[src/rtl/keylock_pkg.sv]
// Shared definitions for the keylock datapath: key geometry, controller states
// and a helper that validates a four-key entry.
package keylock_pkg;

    localparam int KEY_W     = 8;
    localparam int CODE_KEYS = 4;
    localparam int CODE_W    = KEY_W * CODE_KEYS;
    localparam logic [KEY_W-1:0] EMPTY_KEY = 8'h00;

    typedef enum logic [1:0] {
        LOCKED,
        CHECK,
        UNLOCKED,
        LOCKOUT
    } lock_state_t;

    // An entry is only storable as a code when no slot is still empty.
    function automatic logic all_keys_valid(input logic [CODE_W-1:0] entry);
        logic ok;
        ok = 1'b1;
        for (int k = 0; k < CODE_KEYS; k++) begin
            if (entry[k*KEY_W +: KEY_W] == EMPTY_KEY) begin
                ok = 1'b0;
            end
        end
        return ok;
    endfunction

endpackage

[src/rtl/keylock_timer.sv]
// Loadable down-counter shared by the lockout and auto-relock intervals.
// Saturates at zero; load takes priority over counting.
module keylock_timer #(
    parameter int W = 4
) (
    input  logic         clk,
    input  logic         rst_n,
    input  logic         load,
    input  logic [W-1:0] load_val,
    input  logic         en,
    output logic         zero,
    output logic         one
);

    logic [W-1:0] count;

    always_ff @(posedge clk or negedge rst_n) begin
        if (!rst_n) begin
            count <= '0;
        end else if (load) begin
            count <= load_val;
        end else if (en && (count != '0)) begin
            count <= count - 1'b1;
        end
    end

    assign zero = (count == '0);
    assign one  = (count == W'(1));

endmodule

[src/rtl/lock_controller.sv]
// Keylock controller: checks submitted entries against the stored code, tracks
// failures with a timed lockout, and allows re-programming while unlocked.
module lock_controller
    import keylock_pkg::*;
#(
    parameter logic [31:0] DEFAULT_CODE   = 32'h01020304,
    parameter int          MAX_ATTEMPTS   = 3,
    parameter int          LOCKOUT_CYCLES = 1000,
    parameter int          UNLOCK_TIMEOUT = 5000
) (
    input  logic              hwclk,
    input  logic              rst_n,
    input  logic [CODE_W-1:0] typed,
    input  logic              submit,
    input  logic              set_mode,
    input  logic              lock_req,
    output logic              unlocked,
    output logic              alarm,
    output logic              clear_list,
    output logic              code_saved,
    output logic              code_err,
    output logic [3:0]        attempts_left
);

    localparam int TIMER_MAX = (LOCKOUT_CYCLES > UNLOCK_TIMEOUT) ? LOCKOUT_CYCLES : UNLOCK_TIMEOUT;
    localparam int TIMER_W   = $clog2(TIMER_MAX + 1);
    localparam logic [TIMER_W-1:0] LOCKOUT_LOAD = TIMER_W'(LOCKOUT_CYCLES);
    localparam logic [TIMER_W-1:0] UNLOCK_LOAD  = TIMER_W'(UNLOCK_TIMEOUT);
    localparam logic [3:0]         MAX_FAIL     = 4'(MAX_ATTEMPTS);

    lock_state_t       state, state_next;
    logic [CODE_W-1:0] code, code_next;
    logic [CODE_W-1:0] cand_reg, cand_next;
    logic [3:0]        fail_cnt, fail_next;
    logic              tmr_load, tmr_en, tmr_zero, tmr_one;
    logic [TIMER_W-1:0] tmr_load_val;
    logic              clear_d, saved_d, err_d;

    keylock_timer #(.W(TIMER_W)) u_timer (
        .clk      (hwclk),
        .rst_n    (rst_n),
        .load     (tmr_load),
        .load_val (tmr_load_val),
        .en       (tmr_en),
        .zero     (tmr_zero),
        .one      (tmr_one)
    );

    always_ff @(posedge hwclk or negedge rst_n) begin
        if (!rst_n) begin
            state    <= LOCKED;
            code     <= DEFAULT_CODE;
            cand_reg <= '0;
            fail_cnt <= '0;
        end else begin
            state    <= state_next;
            code     <= code_next;
            cand_reg <= cand_next;
            fail_cnt <= fail_next;
        end
    end

    always_comb begin
        state_next   = state;
        code_next    = code;
        cand_next    = cand_reg;
        fail_next    = fail_cnt;
        tmr_load     = 1'b0;
        tmr_load_val = '0;
        tmr_en       = 1'b0;
        clear_d      = 1'b0;
        saved_d      = 1'b0;
        err_d        = 1'b0;

        case (state)
            LOCKED: begin
                if (submit) begin
                    cand_next  = typed;
                    state_next = CHECK;
                end
            end

            CHECK: begin
                clear_d = 1'b1;
                if (cand_reg == code) begin
                    state_next   = UNLOCKED;
                    fail_next    = '0;
                    tmr_load     = 1'b1;
                    tmr_load_val = UNLOCK_LOAD;
                end else if ((fail_cnt + 4'd1) == MAX_FAIL) begin
                    state_next   = LOCKOUT;
                    fail_next    = MAX_FAIL;
                    tmr_load     = 1'b1;
                    tmr_load_val = LOCKOUT_LOAD;
                end else begin
                    state_next = LOCKED;
                    fail_next  = fail_cnt + 4'd1;
                end
            end

            // lock_req wins over submit; a rejected code neither reloads nor runs the timer.
            UNLOCKED: begin
                if (lock_req) begin
                    state_next = LOCKED;
                end else if (submit) begin
                    if (!set_mode) begin
                        clear_d      = 1'b1;
                        tmr_load     = 1'b1;
                        tmr_load_val = UNLOCK_LOAD;
                    end else if (all_keys_valid(typed)) begin
                        code_next    = typed;
                        saved_d      = 1'b1;
                        clear_d      = 1'b1;
                        tmr_load     = 1'b1;
                        tmr_load_val = UNLOCK_LOAD;
                    end else begin
                        err_d = 1'b1;
                    end
                end else if (UNLOCK_TIMEOUT != 0) begin
                    tmr_en = 1'b1;
                    if (tmr_one || tmr_zero) begin
                        state_next = LOCKED;
                    end
                end
            end

            LOCKOUT: begin
                tmr_en = 1'b1;
                if (tmr_one || tmr_zero) begin
                    state_next = LOCKED;
                    fail_next  = '0;
                end
            end

            default: state_next = LOCKED;
        endcase
    end

    always_ff @(posedge hwclk or negedge rst_n) begin
        if (!rst_n) begin
            unlocked      <= 1'b0;
            alarm         <= 1'b0;
            clear_list    <= 1'b0;
            code_saved    <= 1'b0;
            code_err      <= 1'b0;
            attempts_left <= MAX_FAIL;
        end else begin
            unlocked      <= (state == UNLOCKED);
            alarm         <= (state == LOCKOUT);
            clear_list    <= clear_d;
            code_saved    <= saved_d;
            code_err      <= err_d;
            attempts_left <= MAX_FAIL - fail_cnt;
        end
    end

endmodule

[config.mk]
export PLATFORM = sky130hd
export DESIGN_NAME = lock_controller
export DESIGN_NICKNAME = d
export VERILOG_FILES = /design/src/rtl/keylock_pkg.sv /design/src/rtl/keylock_timer.sv /design/src/rtl/lock_controller.sv
export SDC_FILE = /design/constraint.sdc
export NUM_CORES = 1
export LEC_CHECK = 0
export ABC_AREA = 1
export BUFFER_PORTS_ARGS = -buffer_cell sky130_fd_sc_hd__buf_2
export CORE_MARGIN = 2
export CORE_UTILIZATION = 55
export CTS_CLUSTER_DIAMETER = 100
export DETAILED_ROUTE_END_ITERATION = 12
export PLACE_DENSITY = 0.78
export RECOVER_POWER = 50
export SLEW_MARGIN = 40
export SYNTH_ARGS = -nofsm -noshare
export SYNTH_HDL_FRONTEND = slang
export SYNTH_SLANG_ARGS = --single-unit
[constraint.sdc]
create_clock -name hwclk -period 2.1 [get_ports hwclk]
set_input_delay 0.42 -clock hwclk [delete_from_list [all_inputs] [get_ports hwclk]]
set_output_delay 0.42 -clock hwclk [all_outputs]
set_load 0.02 [all_outputs]
==> out/qor.txt <==
status - complete, no violations
largest net degree at the start of global routing - 65
WP data arrival - 2.09 ns
Pleak - 2.58 nW
standard-cell rows - 32
Netlist cell types - 29
#FFs+latches synth - 92
# IOs - 46
Layout Skew - 0.00972 ns
Hold Path Class - input port to asynchronous set/reset pin
syn_nets - 586
FF-to-FF End - u_timer.count[0]
drt pass-1 iters - 5
DIE AREA - 0.00884 mm²
vias in the first global route - 3354
Die H - 94.0 µm
R2R setup slack - 0.24 ns
I/O Buffers - 45
peak supply drop - 0.000489 V
Critical Path End Type - flip-flop
Worst R2R Start - fail_cnt[0]
minimum clock period - 1.86 ns
clk buf depth - 2
Worst Setup EP - u_timer.count[0]
CTS sink cnt - 92
post-synthesis instance total - 539
power per cell area - 1330 mW/mm²
H-tree levels - 3
remaining global-route overflow - 0
TritonCTS Buffers - 9
initial antenna violation count - 0
maxcap violations - 0
Fin Hold WS - 0.213 ns
final setup vio count - 0
GP Congestion - 0.846
clk root buf - clkbuf_8
Routed WL - 8550 µm
TNS Setup - 0 ns
clock-pin slew on the worst setup and hold paths - 0.09 ns
Post-Place Cell Area - 0.00481 mm²
# nets final - 634
Synth Warn # - 0
RSZ-0062 raised after global routing - false
vias per cell - 4.96
Tcrit/Tclk final - 0.884
first-pass GRT wire length - 15000 µm
Routed Antenna Nets - 0
Startpoint Class - flip-flop
Synth Area per Inst - 8.27 µm²
Synth Cell Area - 0.00446 mm²
initial DRC count - 177
Slew HR - 0.343
Seq/Total Area, Yosys - 0.518
Reg2Reg Depth - 10
fin area - 0.00501 mm²
WL/cell - 12.3 µm
Detail Placement HPWL - 6210 µm
layout cell share with drive strength beyond 1 - 0.140
All-Layer GR Usage - 0.216
Die Width - 94.0 µm
ANT cells - 0
Clock Latency Late Sink - 0.35 ns
DRC errors left - 0
Finished Layout Cells - 694
initial core utilization - 0.571
Layout Utilization - 0.642
Hold Fails Final Rpt - 0
worst slew pin tran - 0.986 ns
area delta synth->final - 12.5%
placed insts - 676
CTS tree - done
Crit. Startpoint - fail_cnt[0]
Via Count - 3444
WS Path Type - flip-flop to flip-flop
f_max - 538 MHz
Core Footprint - 0.00781 mm²
Crit Path Max Fanout - 13
Critical Path RT - 2.34 ns
fin. max-slew vios - 0
## kinds of logic after synthesis
logic type,synth area share
compound gates,0.0893
fa+ha+maj,0.0281
xor+xnor,0.0668
flops,0.518
buf+inv,0.0828
simple gates,0.215
## worst max-delay path, cell delays in order (launching register included)
cell and delay, ns:
dfrtp_1 0.41, ha_1 0.22, xor2_1 0.18, nor2_1 0.12, nand2_1 0.09, nor2_2 0.21, inv_2 0.07, nand3_2 0.09
nand2_4 0.11, nand2_1 0.15, o21ai_0 0.09
## routing by layer
layer,track usage,vias to the layer above,share of wire
li1,-,1768,-
met1,0.298,1591,0.48
met2,0.348,76,0.47
met3,0.0321,9,0.040
met4,0.0797,0,0.015
met5,0,-,0
## layout make-up
| cell class | instances | area (µm²) |
|---|---|---|
| Timing Repair Buffer | 52 | 284 |
| Multi-Input combinational cell | 352 | 1780 |
| Tap cell | 102 | 128 |
| Clock buffer | 11 | 151 |
| Clock inverter | 5 | 58.8 |
| Fill cell | 670 | 2790 |
| Inverter | 80 | 300 |
| Sequential cell | 92 | 2310 |
## power by group
part           switching, W  internal [W]
clock              0.000607      0.000617
sequential         0.000507       0.00254
combinational       0.00138      0.000998
## synth_stat cells
| cell type | count | area share |
|---|---|---|
| dfrtp_1 | 85 | 0.48 |
| nor3_2 | 1 | 0.0022 |
| nand2_2 | 1 | 0.0014 |
| nor2_1 | 40 | 0.034 |
| buf_4 | 1 | 0.0017 |
| or2_2 | 1 | 0.0014 |
| nand3_2 | 1 | 0.0022 |
| ha_1 | 10 | 0.028 |
| nand3_1 | 15 | 0.017 |
| nor4_1 | 1 | 0.0014 |
| a32oi_1 | 1 | 0.0020 |
| nand2_4 | 1 | 0.0025 |
| inv_2 | 1 | 0.00084 |
| a22o_1 | 1 | 0.0020 |
| a21boi_0 | 1 | 0.0017 |
| or2_1 | 1 | 0.0014 |
| buf_2 | 1 | 0.0011 |
| o21a_1 | 1 | 0.0017 |
| inv_1 | 79 | 0.067 |
| nand4_1 | 13 | 0.018 |
| dfstp_2 | 7 | 0.041 |
| nand2_1 | 153 | 0.13 |
| xor2_1 | 11 | 0.022 |
| nor2_2 | 2 | 0.0028 |
| o21ai_0 | 73 | 0.082 |
| buf_6 | 1 | 0.0025 |
| clkbuf_1 | 12 | 0.010 |
| nand3b_1 | 1 | 0.0017 |
| xnor2_1 | 23 | 0.045 |
## worst min-delay path by stage
stage          cells past startpoint          end  start
6_report                           1  cand_reg[9]  rst_n
5_1_grt                            1  cand_reg[9]  rst_n
4_1_cts                            1  cand_reg[9]  rst_n
3_5_place_dp                       1  cand_reg[9]  rst_n
3_3_place_gp                       1  cand_reg[9]  rst_n
2_1_floorplan                      0        alarm  rst_n
## layout by cell type (no fill, tap or decap), types with 4 or more instances in the layout
| cell | synthesis | routed |
|---|---|---|
| xnor2_1 | 23 | 23 |
| o21ai_0 | 73 | 73 |
| buf_2 | 1 | 44 |
| inv_1 | 79 | 79 |
| buf_4 | 1 | 4 |
| xor2_1 | 11 | 11 |
| ha_1 | 10 | 10 |
| dfstp_2 | 7 | 7 |
| nand3_1 | 15 | 15 |
| nand4_1 | 13 | 13 |
| nand2_1 | 153 | 152 |
| dfrtp_1 | 85 | 85 |
| clkbuf_8 | 0 | 11 |
| nor2_1 | 40 | 40 |
## through the flow
| stage | power (W) | setup WS (ns) |
|---|---|---|
| 2_1_floorplan | 0.00482 | 0.464 |
| 3_3_place_gp | 0.00531 | 0.206 |
| 3_5_place_dp | 0.00546 | 0.120 |
| 4_1_cts | 0.00671 | 0.0856 |
| 5_1_grt | 0.00724 | 0.0368 |
| 6_report | 0.00665 | 0.243 |
## what timing repair did
action	CTS	global route
gates resized for setup	0	1
buffers inserted	0	2
hold buffers	0	0
setup endpoints to repair	0	5
Power figures use the tool's default switching activity.
